## config.mk

```make
export PLATFORM = sky130hd
export DESIGN_NAME = mmio_periph_flat
export DESIGN_NICKNAME = d
export VERILOG_FILES = /design/src/rtl/mmio_periph_pkg.sv /design/src/rtl/mmio_periph_if.sv /design/src/rtl/mmio_periph_tick_divider.sv /design/src/rtl/mmio_periph.sv /design/src/flat_wrapper.sv
export SDC_FILE = /design/constraint.sdc
export NUM_CORES = 1
export LEC_CHECK = 0
export BUFFER_PORTS_ARGS = -buffer_cell sky130_fd_sc_hd__buf_2
export CAP_MARGIN = 20
export CORE_MARGIN = 5
export CORE_UTILIZATION = 29
export CTS_BUF_LIST = sky130_fd_sc_hd__clkbuf_16
export CTS_CLUSTER_DIAMETER = 30
export CTS_CLUSTER_SIZE = 20
export DETAILED_ROUTE_END_ITERATION = 7
export PLACE_DENSITY = 0.44
export RECOVER_POWER = 100
export SLEW_MARGIN = 25
export SYNTH_ARGS = -nofsm -noshare
export SYNTH_HDL_FRONTEND = slang
export SYNTH_SLANG_ARGS = --single-unit
```

## constraint.sdc

```tcl
create_clock -name clk -period 3.86 [get_ports clk]
set_clock_uncertainty 0.2 [all_clocks]
set_input_delay 0.772 -clock clk [delete_from_list [all_inputs] [get_ports clk]]
set_output_delay 0.772 -clock clk [all_outputs]
set_load 0.02 [all_outputs]
```

## src/rtl/mmio_periph_pkg.sv

```systemverilog
// rtl/mmio_periph_pkg.sv - register map constants and store lane-merge helper
package mmio_periph_pkg;

  localparam logic [5:0] OFF_DUTY   = 6'h00;
  localparam logic [5:0] OFF_CTRL   = 6'h20;
  localparam logic [5:0] OFF_PERIOD = 6'h24;
  localparam logic [5:0] OFF_MILLIS = 6'h28;
  localparam logic [5:0] OFF_MICROS = 6'h2C;
  localparam logic [5:0] OFF_CMP    = 6'h30;
  localparam logic [5:0] OFF_STATUS = 6'h34;

  localparam int CTRL_PWM_EN    = 0;
  localparam int CTRL_IRQ_EN    = 1;
  localparam int STATUS_CMP_HIT = 0;

  typedef enum logic [1:0] {SZ_BYTE, SZ_HALF, SZ_WORD} store_size_e;

  function automatic store_size_e store_size(input logic [2:0] funct3);
    return funct3[1] ? SZ_WORD : (funct3[0] ? SZ_HALF : SZ_BYTE);
  endfunction

  // Places right-aligned store data into the addressed lanes of the old word.
  function automatic logic [31:0] lane_merge(input logic [31:0] old,
                                             input logic [31:0] wdata,
                                             input logic [2:0]  funct3,
                                             input logic [1:0]  addr);
    logic [31:0] merged;
    merged = old;
    case (store_size(funct3))
      SZ_WORD: merged = wdata;
      SZ_HALF: begin
        if (addr[1]) merged[31:16] = wdata[15:0];
        else         merged[15:0]  = wdata[15:0];
      end
      default: merged[{addr, 3'b000} +: 8] = wdata[7:0];
    endcase
    return merged;
  endfunction

endpackage

```

## src/rtl/mmio_periph_if.sv

```systemverilog
// rtl/mmio_periph_if.sv - store/load port shared with data memory
interface mmio_periph_if;
  logic        write_mem;
  logic [2:0]  funct3;
  logic [31:0] write_address;
  logic [31:0] write_data;
  logic [31:0] read_address;
  logic [31:0] read_data;
  logic        read_hit;

  modport master (
    output write_mem, funct3, write_address, write_data, read_address,
    input  read_data, read_hit
  );

  modport slave (
    input  write_mem, funct3, write_address, write_data, read_address,
    output read_data, read_hit
  );
endinterface

```

## src/rtl/mmio_periph_tick_divider.sv

```systemverilog
// rtl/mmio_periph_tick_divider.sv - prescaled 32-bit free-running counter with tick pulse
module tick_divider #(
  parameter int unsigned DIV = 1000
) (
  input  logic        clk,
  input  logic        rst_n,
  output logic        tick_o,
  output logic [31:0] count_o
);
  localparam int unsigned   PW       = (DIV > 1) ? $clog2(DIV) : 1;
  localparam logic [PW-1:0] PRE_LAST = PW'(DIV - 1);

  logic [PW-1:0] pre_q, pre_d;
  logic [31:0]   count_q, count_d;

  // tick is high in the cycle before the count advances
  assign tick_o  = (pre_q == PRE_LAST);
  assign count_o = count_q;

  always_comb begin
    pre_d   = tick_o ? '0 : pre_q + PW'(1);
    count_d = tick_o ? count_q + 32'd1 : count_q;
  end

  always_ff @(posedge clk or negedge rst_n) begin
    if (!rst_n) begin
      pre_q   <= '0;
      count_q <= '0;
    end else begin
      pre_q   <= pre_d;
      count_q <= count_d;
    end
  end
endmodule

```

## src/rtl/mmio_periph.sv

```systemverilog
// rtl/mmio_periph.sv - PWM channels, ms/us timers and ms compare IRQ in a 64-byte MMIO window
module mmio_periph
  import mmio_periph_pkg::*;
#(
  parameter int unsigned CLK_HZ    = 12000000,
  parameter int unsigned NUM_PWM   = 4,
  parameter int unsigned PWM_BITS  = 8,
  parameter logic [31:0] BASE_ADDR = 32'hFFFFFFC0
) (
  input  logic               clk,
  input  logic               rst_n,
  mmio_periph_if.slave       bus,
  output logic [NUM_PWM-1:0] pwm_out,
  output logic               irq
);
  logic [PWM_BITS-1:0] duty_q   [NUM_PWM];
  logic [PWM_BITS-1:0] duty_d   [NUM_PWM];
  logic [PWM_BITS-1:0] shadow_q [NUM_PWM];
  logic [PWM_BITS-1:0] shadow_d [NUM_PWM];
  logic [1:0]          ctrl_q, ctrl_d;
  logic [PWM_BITS-1:0] period_q, period_d;
  logic [PWM_BITS-1:0] cnt_q, cnt_d;
  logic [31:0]         cmp_q, cmp_d;
  logic                cmp_hit_q, cmp_hit_d;
  logic [31:0]         rdata_q, rdata_d;
  logic                rhit_q, rhit_d;

  logic [31:0] millis, micros;
  logic        ms_tick, us_tick_unused;

  tick_divider #(.DIV(CLK_HZ / 1000)) u_millis (
    .clk     (clk),
    .rst_n   (rst_n),
    .tick_o  (ms_tick),
    .count_o (millis)
  );

  tick_divider #(.DIV(CLK_HZ / 1000000)) u_micros (
    .clk     (clk),
    .rst_n   (rst_n),
    .tick_o  (us_tick_unused),
    .count_o (micros)
  );

  logic        wr_hit, rd_hit;
  logic [3:0]  wr_idx, rd_idx;
  logic [5:0]  wr_off;
  logic [1:0]  rd_lane_unused;
  logic [31:0] reg_words [16];
  logic [31:0] wr_new, wr_ones;

  assign wr_hit         = bus.write_mem && (bus.write_address[31:6] == BASE_ADDR[31:6]);
  assign rd_hit         = (bus.read_address[31:6] == BASE_ADDR[31:6]);
  assign wr_idx         = bus.write_address[5:2];
  assign wr_off         = {wr_idx, 2'b00};
  assign rd_idx         = bus.read_address[5:2];
  assign rd_lane_unused = bus.read_address[1:0];

  // Word view of every register; unimplemented words and bits read as 0
  always_comb begin
    for (int k = 0; k < 16; k++) reg_words[k] = '0;
    for (int i = 0; i < NUM_PWM; i++) reg_words[OFF_DUTY[5:2] + 4'(i)] = 32'(duty_q[i]);
    reg_words[OFF_CTRL[5:2]]                 = {30'd0, ctrl_q};
    reg_words[OFF_PERIOD[5:2]]               = 32'(period_q);
    reg_words[OFF_MILLIS[5:2]]               = millis;
    reg_words[OFF_MICROS[5:2]]               = micros;
    reg_words[OFF_CMP[5:2]]                  = cmp_q;
    reg_words[OFF_STATUS[5:2]][STATUS_CMP_HIT] = cmp_hit_q;
  end

  // STATUS clears only on written 1s, so its mask is merged against zero, not the old word
  assign wr_new  = lane_merge(reg_words[wr_idx], bus.write_data, bus.funct3, bus.write_address[1:0]);
  assign wr_ones = lane_merge(32'd0, bus.write_data, bus.funct3, bus.write_address[1:0]);

  always_comb begin
    duty_d    = duty_q;
    ctrl_d    = ctrl_q;
    period_d  = period_q;
    cmp_d     = cmp_q;
    cmp_hit_d = cmp_hit_q;
    if (wr_hit) begin
      for (int i = 0; i < NUM_PWM; i++)
        if (wr_off == OFF_DUTY + 6'(4 * i)) duty_d[i] = wr_new[PWM_BITS-1:0];
      if (wr_off == OFF_CTRL)   ctrl_d   = wr_new[1:0];
      if (wr_off == OFF_PERIOD) period_d = wr_new[PWM_BITS-1:0];
      if (wr_off == OFF_CMP)    cmp_d    = wr_new;
      if (wr_off == OFF_STATUS && wr_ones[STATUS_CMP_HIT]) cmp_hit_d = 1'b0;
    end
    if (ms_tick && (millis + 32'd1 == cmp_q)) cmp_hit_d = 1'b1;
  end

  // cnt may sit above a freshly lowered PERIOD; >= brings it back to 0 next cycle
  always_comb begin
    cnt_d    = (cnt_q >= period_q) ? '0 : cnt_q + PWM_BITS'(1);
    shadow_d = shadow_q;
    if (!ctrl_q[CTRL_PWM_EN] || (cnt_q == period_q)) shadow_d = duty_q;
  end

  always_comb begin
    for (int i = 0; i < NUM_PWM; i++)
      pwm_out[i] = ctrl_q[CTRL_PWM_EN] && (cnt_q < shadow_q[i]);
  end

  always_comb begin
    rdata_d = rd_hit ? reg_words[rd_idx] : 32'd0;
    rhit_d  = rd_hit;
  end

  always_ff @(posedge clk or negedge rst_n) begin
    if (!rst_n) begin
      for (int i = 0; i < NUM_PWM; i++) begin
        duty_q[i]   <= '0;
        shadow_q[i] <= '0;
      end
      ctrl_q    <= '0;
      period_q  <= '1;
      cnt_q     <= '0;
      cmp_q     <= 32'hFFFFFFFF;
      cmp_hit_q <= 1'b0;
      rdata_q   <= '0;
      rhit_q    <= 1'b0;
    end else begin
      duty_q    <= duty_d;
      shadow_q  <= shadow_d;
      ctrl_q    <= ctrl_d;
      period_q  <= period_d;
      cnt_q     <= cnt_d;
      cmp_q     <= cmp_d;
      cmp_hit_q <= cmp_hit_d;
      rdata_q   <= rdata_d;
      rhit_q    <= rhit_d;
    end
  end

  assign irq           = cmp_hit_q & ctrl_q[CTRL_IRQ_EN];
  assign bus.read_data = rdata_q;
  assign bus.read_hit  = rhit_q;
endmodule

```

## src/flat_wrapper.sv

```systemverilog
// flat-port wrapper written by rule: the top's interface ports become plain ports
module mmio_periph_flat import mmio_periph_pkg::*;
#(
  parameter int unsigned CLK_HZ    = 12000000,
  parameter int unsigned NUM_PWM   = 4,
  parameter int unsigned PWM_BITS  = 8,
  parameter logic [31:0] BASE_ADDR = 32'hFFFFFFC0
)
  (clk, rst_n, pwm_out, irq, bus_write_mem, bus_funct3, bus_write_address, bus_write_data, bus_read_address, bus_read_data, bus_read_hit);
  mmio_periph_if bus_i ();
  input  logic clk;
  input  logic rst_n;
  output logic [NUM_PWM-1:0] pwm_out;
  output logic irq;
  input wire logic [$bits(bus_i.write_mem)-1:0] bus_write_mem;
  input wire logic [$bits(bus_i.funct3)-1:0] bus_funct3;
  input wire logic [$bits(bus_i.write_address)-1:0] bus_write_address;
  input wire logic [$bits(bus_i.write_data)-1:0] bus_write_data;
  input wire logic [$bits(bus_i.read_address)-1:0] bus_read_address;
  output wire logic [$bits(bus_i.read_data)-1:0] bus_read_data;
  output wire logic [$bits(bus_i.read_hit)-1:0] bus_read_hit;
  assign bus_i.write_mem = bus_write_mem;
  assign bus_i.funct3 = bus_funct3;
  assign bus_i.write_address = bus_write_address;
  assign bus_i.write_data = bus_write_data;
  assign bus_i.read_address = bus_read_address;
  assign bus_read_data = bus_i.read_data;
  assign bus_read_hit = bus_i.read_hit;
  mmio_periph #(.CLK_HZ(CLK_HZ), .NUM_PWM(NUM_PWM), .PWM_BITS(PWM_BITS), .BASE_ADDR(BASE_ADDR)) u_core (.clk(clk), .rst_n(rst_n), .bus(bus_i), .pwm_out(pwm_out), .irq(irq));
endmodule
```

==> results.toml, run 1 <==
[outcome]
run_status = "finished with violations"
violations_in_the_final_reports = "capacitance limit, slew limit"

[placed_design]
dpl_hpwl_um = 33900
io_buffer_count = 136
routability_congestion_estimate = 0.886
dp_slack_ns = 0.579

[worst_setup_path]
worst-path-buf-inv = 1
cpMostUsedCell = "a21o_1"
crit_path_top_delay_cell = "dfrtp_2"
worstPathCellList = "ha_1 -> a21o_1 -> a21o_1 -> a21o_1 -> a21o_1 -> a21o_1 -> a21o_1 -> a211oi_2 -> buf_2"
regToRegSetupSlack_ns = 0.28
r2r-end = "u_core.cmp_hit_q$_DFFE_PN0P_"
cp.arrival_ns = 2.79
worstSetupEndpointType = "output port"
worstPathRequired_ns = 2.89
timing.critical_path.from_type = "register"
setup_crit_path_kind = "reg -> out"
worst-path-max-fanout = 8
r2r_start = "u_core.u_millis.count_o[1]$_DFFE_PN0N_"
crit_family = "compound AO/OA/AOI/OAI gates"
worstRegToRegCells = 10
cp_slowest_stage_delay_ns = 0.46

[logic_synthesis]
synth.ff_latch_count = 230
synth_most_common_cell = "dfrtp_1"
synth_enable_flop_cells = 0
synth_xor_area_share_pct = 8.00
main_combinational_cell_family_by_area_after_synthesis = "simple AND/OR/NAND/NOR gates"
synth_cell_type_count = 61
postSynth.asyncResetShare_pct = 100
post_synth_main_area_contributors = "dfrtp_1 (35%), dfstp_2 (7.7%), mux2i_1 (5.4%)"
syn_nets = 1590
post_synth_mux_area_share_pct = 10.2
synthesis.instances = 1442
yosys.area.top_type_share_pct = 35.0
synth_compound_gate_area_share_pct = 13.9
yosys.area_share.adder_pct = 4.24
sequential_share_of_the_synthesized_area_pct = 42.8
synthSimpleGateAreaFrac_pct = 16.4
ys.flop_type = "dfrtp_1"
synth.cell_area_um2 = 13600
synthesis.yosys.warnings = 0
synth_top_area_cell = "dfrtp_1"
synthTopCellsByCount = "dfrtp_1 (190), nor2_1 (153), nand2_1 (143)"
syn-mean-instance-area_um2 = 9.42

[global_routing]
pin_count_of_the_biggest_net_entering_global_routing = 96
grt_overflow_total = 0
grt_pass1_vias = 11600
grt_first_pass_wirelength_um = 71400
groute.usage.overall_pct = 18.3
number_of_antenna_violations_at_the_first_check_in_global_routing = 1

[power]
cellLeakagePower_nw = 7.68
total_power_mw = 8.33
vdd_ir_drop_max_mv = 0.281
power.density_nw_per_um2 = 483

[timing]
min_period_over_period_pct = 97.5
finalMaxSlewViolations = 117
slew_margin_rel_pct = -77.1
setup_violations = 0
hold_viol = 0
timing.final.crit_period_ns = 3.76
finalSetupTns_ns = 0
worst-slew-pin-transition_ns = 2.66
fmax_mhz = 266
fin_ws_ns = 0.0969

[clock_network]
clkSinkCount = 230
ctsRootBufferMaster = "clkbuf_16"
cts_max_level = 3
clock_tree_from_tritoncts = "yes"
clk_pin_slew_ns = 0.04
worst_skew_pair_latency_ns = 0.58
cts_made_buffers = 70
cts-hold-fix-buffers = 0
cts_max_path_buffers = 3

[hold_path]
worstHoldEndpoint = "u_core.u_millis.pre_q[0]$_DFF_PN0_"
min-delay-path-class = "reg -> reg"
hold_depth = 1
timing.hold.worst.start = "u_core.u_millis.pre_q[0]$_DFF_PN0_"

[final_layout]
n_antenna_cell = 0
final_util_pct = 37.1
drive_gt1_share_pct = 19.3
layout_nets = 1759
area_delta_synth_final_pct = 27.1

[floorplan]
chipWidth_um = 226
coreArea_um2 = 46500
fp.dieH_um = 226
initial_core_util_pct = 29.2
ios = 140
fp-row-count = 79
floorplan.die_area_um2 = 51300

[route]
drc = 0
drt_pass1_iterations = 5
detailed_route_wire_length_per_cell_um = 20.6
postRouteWirelength_um = 46900
initialDrtViolationCount = 751
post_drt_via_cell_ratio = 5.01
route.antenna.remaining_nets = 0
vias = 11400

[flow_run]
timing.max_cap.violations = 2
==> repair_timing <==
item                       in CTS  in global routing
gates resized for setup         3                  5
setup buffers                   0                  1
setup endpoints to repair       4                  4
pin swaps                       0                  3
==> metrics by stage <==
stage | cell area [µm²] | hold WS (ns) | instances
2_1_floorplan | 13600 | 0.224 | 1442
3_5_place_dp | 15100 | 0.253 | 2145
6_report | 17300 | 0.255 | 2273
5_1_grt | 17300 | 0.286 | 2273
4_1_cts | 17400 | 0.0704 | 2272
3_3_place_gp | 15100 | 0.241 | 2145
==> registers in the layout (all words and copies together), names as in the netlist <==
signal,count
u_core.cnt_q,8
u_core.u_micros.pre_q,4
u_core.bus.read_data,32
u_core.ctrl_q,2
u_core.cmp_hit_q,1
u_core.duty_q,32
u_core.cmp_q,32
u_core.u_millis.count_o,32
u_core.u_millis.pre_q,14
u_core.shadow_q,32
u_core.u_micros.count_o,32
u_core.period_q,8
u_core.bus.read_hit,1
==> power by group <==
| group | leakage [nW] | internal (mW) | switching, mW |
|---|---|---|---|
| logic | 3.56 | 0.119 | 0.243 |
| registers | 2.94 | 2.42 | 0.0000000386 |
| clock network | 1.18 | 3.91 | 1.63 |
==> routing by layer <==
layer / track usage (%) / routed length (µm) / up-vias
met5: 0 / 13 / -
met4: 6.13 / 1040 / 2
met3: 4.04 / 2690 / 63
met2: 27.7 / 21200 / 327
met1: 25.9 / 21900 / 5579
li1: - / - / 5428
==> cell type report <==
class,instances,area (µm²)
fill,4700,29200
multi-input combinational,1056,7150
sequential,230,5810
clock buffer,75,1880
timing repair buffer,185,980
tap,607,759
clock inverter,52,432
inverter,68,255
==> cell families (layout without fill, tap and decap cells) <==
group                      after synthesis  in the layout
and+or+nand+nor                        467            467
AOI/OAI and AO/OA                      308            308
DFF                                    230            230
buffers and inverters                  156            380
xor gates and xnor gates               124            124
muxes                                  111            111
adders and majority gates               46             46
==> placed cells by master (no fill, tap or decap), types with 6 or more instances in the layout <==
cell type | netlist | layout
nand3_1 | 42 | 43
and3_1 | 13 | 13
mux2_1 | 18 | 18
nor2_1 | 153 | 153
xor2_1 | 41 | 41
clkinv_2 | 0 | 19
clkinv_1 | 0 | 14
nand2_1 | 143 | 143
a21o_1 | 35 | 35
xnor2_1 | 83 | 83
nor3_1 | 20 | 21
o21ai_1 | 88 | 19
nand4_1 | 35 | 36
mux2i_1 | 73 | 73
or4_1 | 6 | 6
o21ai_0 | 18 | 87
a22o_1 | 13 | 13
nand2b_1 | 9 | 9
a221o_1 | 7 | 7
ha_1 | 46 | 46
bufinv_16 | 0 | 7
mux4_2 | 20 | 20
a22oi_1 | 22 | 22
inv_1 | 63 | 72
and4_1 | 6 | 6
nor4_1 | 8 | 10
dfrtp_1 | 190 | 189
clkbuf_1 | 64 | 47
dfstp_2 | 40 | 39
a21oi_1 | 90 | 90
clkbuf_2 | 1 | 6
buf_4 | 4 | 33
clkbuf_16 | 0 | 75
buf_2 | 11 | 97
==> worst max-delay path by stage <==
| stage | from | cells after the start | to |
|---|---|---|---|
| 3_5_place_dp | u_core.cnt_q[1]$_DFF_PN0_ | 9 | pwm_out[3] |
| 5_1_grt | u_core.cnt_q[1]$_DFF_PN0_ | 9 | pwm_out[1] |
| 2_1_floorplan | u_core.cnt_q[1]$_DFF_PN0_ | 8 | pwm_out[0] |
| 6_report | u_core.cnt_q[1]$_DFF_PN0_ | 9 | pwm_out[0] |
| 4_1_cts | u_core.cnt_q[1]$_DFF_PN0_ | 9 | pwm_out[3] |
| 3_3_place_gp | u_core.cnt_q[1]$_DFF_PN0_ | 9 | pwm_out[2] |
==> worst register-to-register path: cells and delay by family, from the launching register on <==
kind / cells / cell delay (ns)
compound gates: 1 / 0.25
flops: 1 / 0.50
simple gates: 6 / 1.83
xor+xnor: 1 / 0.18
fa+ha+maj: 1 / 0.29
buf+inv: 1 / 0.22
Note: power is estimated with default switching activity, not from simulation.
==> run 2: changes to the inputs <==
--- a/config.mk
+++ b/config.mk
@@ -8,12 +8,12 @@
 export BUFFER_PORTS_ARGS = -buffer_cell sky130_fd_sc_hd__buf_2
 export CAP_MARGIN = 20
 export CORE_MARGIN = 5
-export CORE_UTILIZATION = 29
+export CORE_UTILIZATION = 41
 export CTS_BUF_LIST = sky130_fd_sc_hd__clkbuf_16
 export CTS_CLUSTER_DIAMETER = 30
 export CTS_CLUSTER_SIZE = 20
 export DETAILED_ROUTE_END_ITERATION = 7
-export PLACE_DENSITY = 0.44
+export PLACE_DENSITY = 0.58
 export RECOVER_POWER = 100
 export SLEW_MARGIN = 25
 export SYNTH_ARGS = -nofsm -noshare
==> run 2 against run 1 <==
Sequential power hardly changed. Sequential share of layout area grew 1.1 points. Clock power is 10% lower. Non-clock buffer count shrank 13. Critical path depth unchanged. Wire length decreased by 11%. Flip-flop and latch count is the same. Clock-buffer cell count decreased by 17. Register-to-register slack lost 0.10 ns. Fmax fell by 0.61%. Via count decreased by 0.57%. The run still ends with capacitance limit, slew limit left. Largest cell class unchanged.
==> results.toml, run 2 (synthesis results as in run 1) <==
[outcome]
run_status = "finished with violations"
violations_in_the_final_reports = "capacitance limit, slew limit"

[final_layout]
n_antenna_cell = 0
drive_gt1_share_pct = 18.8
layout_nets = 1733
final_util_pct = 51.2
layout.area.seq_um2 = 5810
filler_cell_count = 2980
area_of_the_multi_input_gates_um2 = 7190
layout_commonest_cell = "dfrtp_1"
mostFrequentLayoutCells = "dfrtp_1 (188), nor2_1 (154), nand2_1 (143)"
area_delta_synth_final_pct = 23.1

[power]
internal_power_mw = 5.99
share_comb_of_total_power_pct = 4.4
swShare_pct = 22.8
total_switching_power_mw = 1.76
vdd_ir_drop_max_mv = 0.321
power.share.clock_pct = 64.4
power.sequential.fraction_pct = 31.2
power.density_nw_per_um2 = 464
cellLeakagePower_nw = 7.46

[route]
vias = 11300
drc = 0
postRouteWirelength_um = 41600
post_drt_via_cell_ratio = 5.46
initialDrtViolationCount = 932
route.antenna.remaining_nets = 0
detailed_route_wire_length_per_cell_um = 20.0
drt_pass1_iterations = 6

[timing]
slew_margin_rel_pct = -41.2
finalMaxSlewViolations = 105
timing.final.crit_period_ns = 3.79
finalSetupTns_ns = 0
hold_viol = 0
worst-slew-pin-transition_ns = 2.12
grt_setup_unrepaired = "true"
fin_worst_hold_slack_ns = 0.246
fmax_mhz = 264
min_period_over_period_pct = 98.1
setup_violations = 0

[global_routing]
pin_count_of_the_biggest_net_entering_global_routing = 81
grt_pass1_vias = 11400
number_of_antenna_violations_at_the_first_check_in_global_routing = 0
grt_first_pass_wirelength_um = 65300
grt_overflow_total = 0
groute.usage.overall_pct = 22.7

[floorplan]
chipWidth_um = 192
fp.dieH_um = 192
floorplan.die_area_um2 = 36900
initial_core_util_pct = 41.6
ios = 140
fp-row-count = 66
coreArea_um2 = 32600

[clock_network]
clkSinkCount = 230
worst_skew_pair_latency_ns = 0.60
clk_pin_slew_ns = 0.05
cts_made_buffers = 57
clock_tree_from_tritoncts = "yes"
ctsRootBufferMaster = "clkbuf_16"
cts_max_level = 2
cts_max_path_buffers = 3

[placed_design]
routability_congestion_estimate = 0.915
io_buffer_count = 136
dpl_hpwl_um = 30100

[worst_setup_path]
timing.critical_path.from_type = "register"
setup_crit_path_kind = "reg -> out"
crit_path_top_delay_cell = "dfrtp_2"
cp_slowest_stage_delay_ns = 0.48
crit_family = "compound AO/OA/AOI/OAI gates"
worstPathRequired_ns = 2.89
cpMostUsedCell = "a21o_1"
cp.arrival_ns = 2.81
worst-path-max-fanout = 6
worst-path-buf-inv = 1
worstSetupEndpointType = "output port"
worstPathCellList = "ha_4 -> a21o_1 -> a21o_1 -> a21o_1 -> a21o_1 -> a21o_1 -> a21o_1 -> a211oi_2 -> buf_2"

[flow_run]
timing.max_cap.violations = 2

[hold_path]
min-delay-path-class = "reg -> reg"
[run 2: cell count changes in the layout (fill, tap and decap cells not counted), sizes merged]
cell / delta
dlygate4sd3: +1
bufinv: +4
buf: -12
inv: -3
clkinvlp: +5
clkinv: -8
clkbuf: -19
[run 2: final cells by class]
type	instances	area share (%)
clock inverters	50	3.44
flip-flops and latches	230	34.8
multi-input cells	1056	43.0
clock buffers	58	8.68
repair buffers	172	5.28
inverters	68	1.53
well taps	442	3.31
[run 2: power by group through the flow]
stage | clock (mW) | sequential, mW | combinational (mW)
after floorplan | 0 | 2.46 | 0.156
after global placement | 0 | 2.46 | 0.341
after detailed placement | 0 | 2.46 | 0.344
after CTS | 5.07 | 2.42 | 0.346
after global routing | 5.23 | 2.42 | 0.370
final | 4.99 | 2.42 | 0.340
[run 2: what timing repair did]
action | CTS | global route
hold endpoints to repair | 18 | 0
setup buffers | 2 | 0
pin swaps | 3 | 9
setup endpoints to repair | 4 | 4
gates resized for setup | 6 | 6
hold buffers | 1 | 0
gates cloned | 0 | 0
[run 2: per-stage QoR]
step	total power, mW	instances	cell area (µm²)	worst slack [ns]
2_1_floorplan	2.61	1442	13600	0.618
3_3_place_gp	2.80	1965	14700	0.381
3_5_place_dp	2.80	1965	14700	0.378
4_1_cts	7.83	2076	16800	-0.0214
5_1_grt	8.02	2076	16700	-0.0316
6_report	7.75	2076	16700	0.0739
[run 2: worst paths after layout]
check / startpoint / to / slack [ns] / cells after the start
max: u_core.cnt_q[1]$_DFF_PN0_ / pwm_out[1] / 0.07 / 9
min: u_core.u_millis.pre_q[0]$_DFF_PN0_ / u_core.u_millis.pre_q[0]$_DFF_PN0_ / 0.25 / 1
max reg2reg: u_core.u_micros.pre_q[0]$_DFF_PN0_ / u_core.u_micros.count_o[31]$_DFFE_PN0N_ / 0.18 / 7
min reg2reg: u_core.u_millis.pre_q[0]$_DFF_PN0_ / u_core.u_millis.pre_q[0]$_DFF_PN0_ / 0.25 / 1
max in group asynchronous: rst_n / u_core.duty_q[5]$_DFFE_PN0P_ / 0.60 / 3
min in group asynchronous: rst_n / u_core.u_millis.count_o[0]$_DFFE_PN0N_ / 1.15 / 2
[run 2: layer usage]
layer	global-route usage, %	share of wire, %
met3	4.76	6.7
met1	30.9	44
met4	9.74	3.8
met5	0	0
met2	35.2	46
==> run 3: changes to the inputs <==
==> constraint.sdc (replaced) <==
create_clock -name clk -period 3.86 [get_ports clk]
set_clock_uncertainty 0.2 [all_clocks]
set_input_delay 0.579 -clock clk [delete_from_list [all_inputs] [get_ports clk]]
set_output_delay 0.579 -clock clk [all_outputs]
set_load 0.02 [all_outputs]
==> run 3 against run 2 <==
The flow still finishes with violations (capacitance limit, slew limit). Via count up 0.59%. Cell count is the same. Hold slack worse by 0.12 ns. Worst setup slack improved by 0.0083 ns. Combinational power fell by 1%. Wire length down 0.13%. Die area stayed put. Sequential share of layout area is 0.18 points higher. Register-to-register slack lost 0.098 ns. Clock-buffer cell count is 5 higher. Cell area is 0.55% lower. Critical path depth decreased by 2. Critical path type is now reg -> reg. Largest cell class unchanged. Largest power group unchanged.
==> results.toml, run 3 (synthesis results as in run 1) <==
[clock_network]
clock_tree_from_tritoncts = "yes"
ctsRootBufferMaster = "clkbuf_16"
post-cts-setup-buffer-count = 0
clkSinkCount = 230
cts_max_level = 2
cts_made_buffers = 61
clk_pin_slew_ns = 0.04
cts_max_path_buffers = 3
worst_skew_pair_latency_ns = 0.59

[outcome]
run_status = "finished with violations"
violations_in_the_final_reports = "capacitance limit, slew limit"

[placed_design]
routability_congestion_estimate = 0.934
detailed_place.area_um2 = 14700
io_buffer_count = 136
dpl_hpwl_um = 29900
dpl.cell_count = 1961

[route]
post_drt_via_cell_ratio = 5.49
drc = 0
initialDrtViolationCount = 883
vias = 11400
route.antenna.remaining_nets = 0
postRouteWirelength_um = 41500
drt_pass1_iterations = 7
detailed_route_wire_length_per_cell_um = 20.0

[final_layout]
layout.area.seq_um2 = 5810
layout_commonest_cell = "dfrtp_1"
area_of_the_multi_input_gates_um2 = 7160
filler_cell_count = 3008
layout_nets = 1731
mostFrequentLayoutCells = "dfrtp_1 (190), nor2_1 (154), nand2_1 (143)"
final_util_pct = 51.0
stdcell_count = 2076
final_area_um2 = 16600
area_delta_synth_final_pct = 22.4
drive_gt1_share_pct = 17.8

[flow_run]
timing.max_cap.violations = 3

[timing]
hold_viol = 0
finalSetupTns_ns = 0
timing.final.crit_period_ns = 3.78
worst-slew-pin-transition_ns = 2.58
grt_setup_unrepaired = "false"
fmax_mhz = 265
setup_violations = 0
finalMaxSlewViolations = 151
min_period_over_period_pct = 97.9
slew_margin_rel_pct = -72.1

[worst_setup_path]
setup_crit_path_kind = "reg -> reg"
cp.arrival_ns = 4.04
worstSetupEndpointType = "register"
worst-path-max-fanout = 6
timing.critical_path.from_type = "register"
critical_path.startpoint = "u_core.u_micros.pre_q[0]$_DFF_PN0_"
worstPathRequired_ns = 4.12
r2r_start = "u_core.u_micros.pre_q[0]$_DFF_PN0_"
worstRegToRegCells = 7

[floorplan]
coreArea_um2 = 32600
fp-row-count = 66
initial_core_util_pct = 41.6
ios = 140
floorplan.die_area_um2 = 36900
chipWidth_um = 192
fp.dieH_um = 192

[power]
cellLeakagePower_nw = 7.48
power.density_nw_per_um2 = 460
vdd_ir_drop_max_mv = 0.317

[global_routing]
groute.usage.overall_pct = 22.7
grt_pass1_vias = 11500
grt_first_pass_wirelength_um = 65500
grt_overflow_total = 0
number_of_antenna_violations_at_the_first_check_in_global_routing = 0
pin_count_of_the_biggest_net_entering_global_routing = 99

[hold_path]
hold_depth = 3
min-delay-path-class = "in -> reg"
timing.hold.worst.start = "bus_write_data[26]"
-- run 3: stage by stage --
stage,hold WS (ns),power [mW],worst slack (ns)
floorplan,0.0834,2.61,0.811
global placement,0.239,2.79,0.553
detailed placement,0.252,2.80,0.540
CTS,0.104,7.72,0.0334
global route,0.120,7.88,0.00792
finish,0.128,7.65,0.0821
-- run 3: timing repair --
action | in CTS | in global routing
gates resized for setup | 2 | 0
hold endpoints to repair | 68 | 0
hold buffers | 1 | 0
endpoints found under the setup margin | 2 | 0
-- run 3: power breakdown --
| group | total [mW] | internal (mW) | switching (mW) |
|---|---|---|---|
| sequential | 2.42 | 2.42 | 0.0000000394 |
| clock | 4.89 | 3.42 | 1.48 |
| combinational | 0.336 | 0.110 | 0.226 |
| total | 7.65 | 5.95 | 1.70 |
-- run 3: per-layer routing --
| layer | vias up | wire length (µm) | track usage [%] |
|---|---|---|---|
| met4 | 0 | 1320 | 8.80 |
| met5 | - | 0 | 0 |
| met2 | 330 | 19400 | 36.0 |
| met1 | 5603 | 18900 | 30.9 |
| met3 | 97 | 1960 | 4.03 |
| li1 | 5371 | - | - |
-- run 3: area by class of cell --
type	count	share of cell area, %
inverter	68	1.54
sequential	230	34.9
clock buffer	63	9.49
timing repair buffer	166	5.05
tap	442	3.33
multi-input combinational	1056	43.1
antenna	1	0.0151
clock inverter	50	2.59
-- run 3: critical path, stage by stage, from the launching register on --
cell      delay (ns)
dfrtp_1         0.36
ha_1            0.19
nand3b_1        0.22
nor4_1          1.15
nand3_1         0.31
or3_1           0.56
or4_1           0.50
xnor2_1         0.15
-- run 3: final timing paths --
path / end / slack (ns)
hold reg to reg: u_core.u_micros.pre_q[0]$_DFF_PN0_ / 0.26
min in group asynchronous: u_core.bus.read_data[10]$_DFF_PN0_ / 1.11
hold / removal: u_core.cmp_q[26]$_DFFE_PN1P_ / 0.13
max in group asynchronous: u_core.u_millis.pre_q[7]$_DFF_PN0_ / 0.65
setup reg to reg: u_core.u_micros.count_o[31]$_DFFE_PN0N_ / 0.08
setup / recovery: u_core.u_micros.count_o[31]$_DFFE_PN0N_ / 0.08
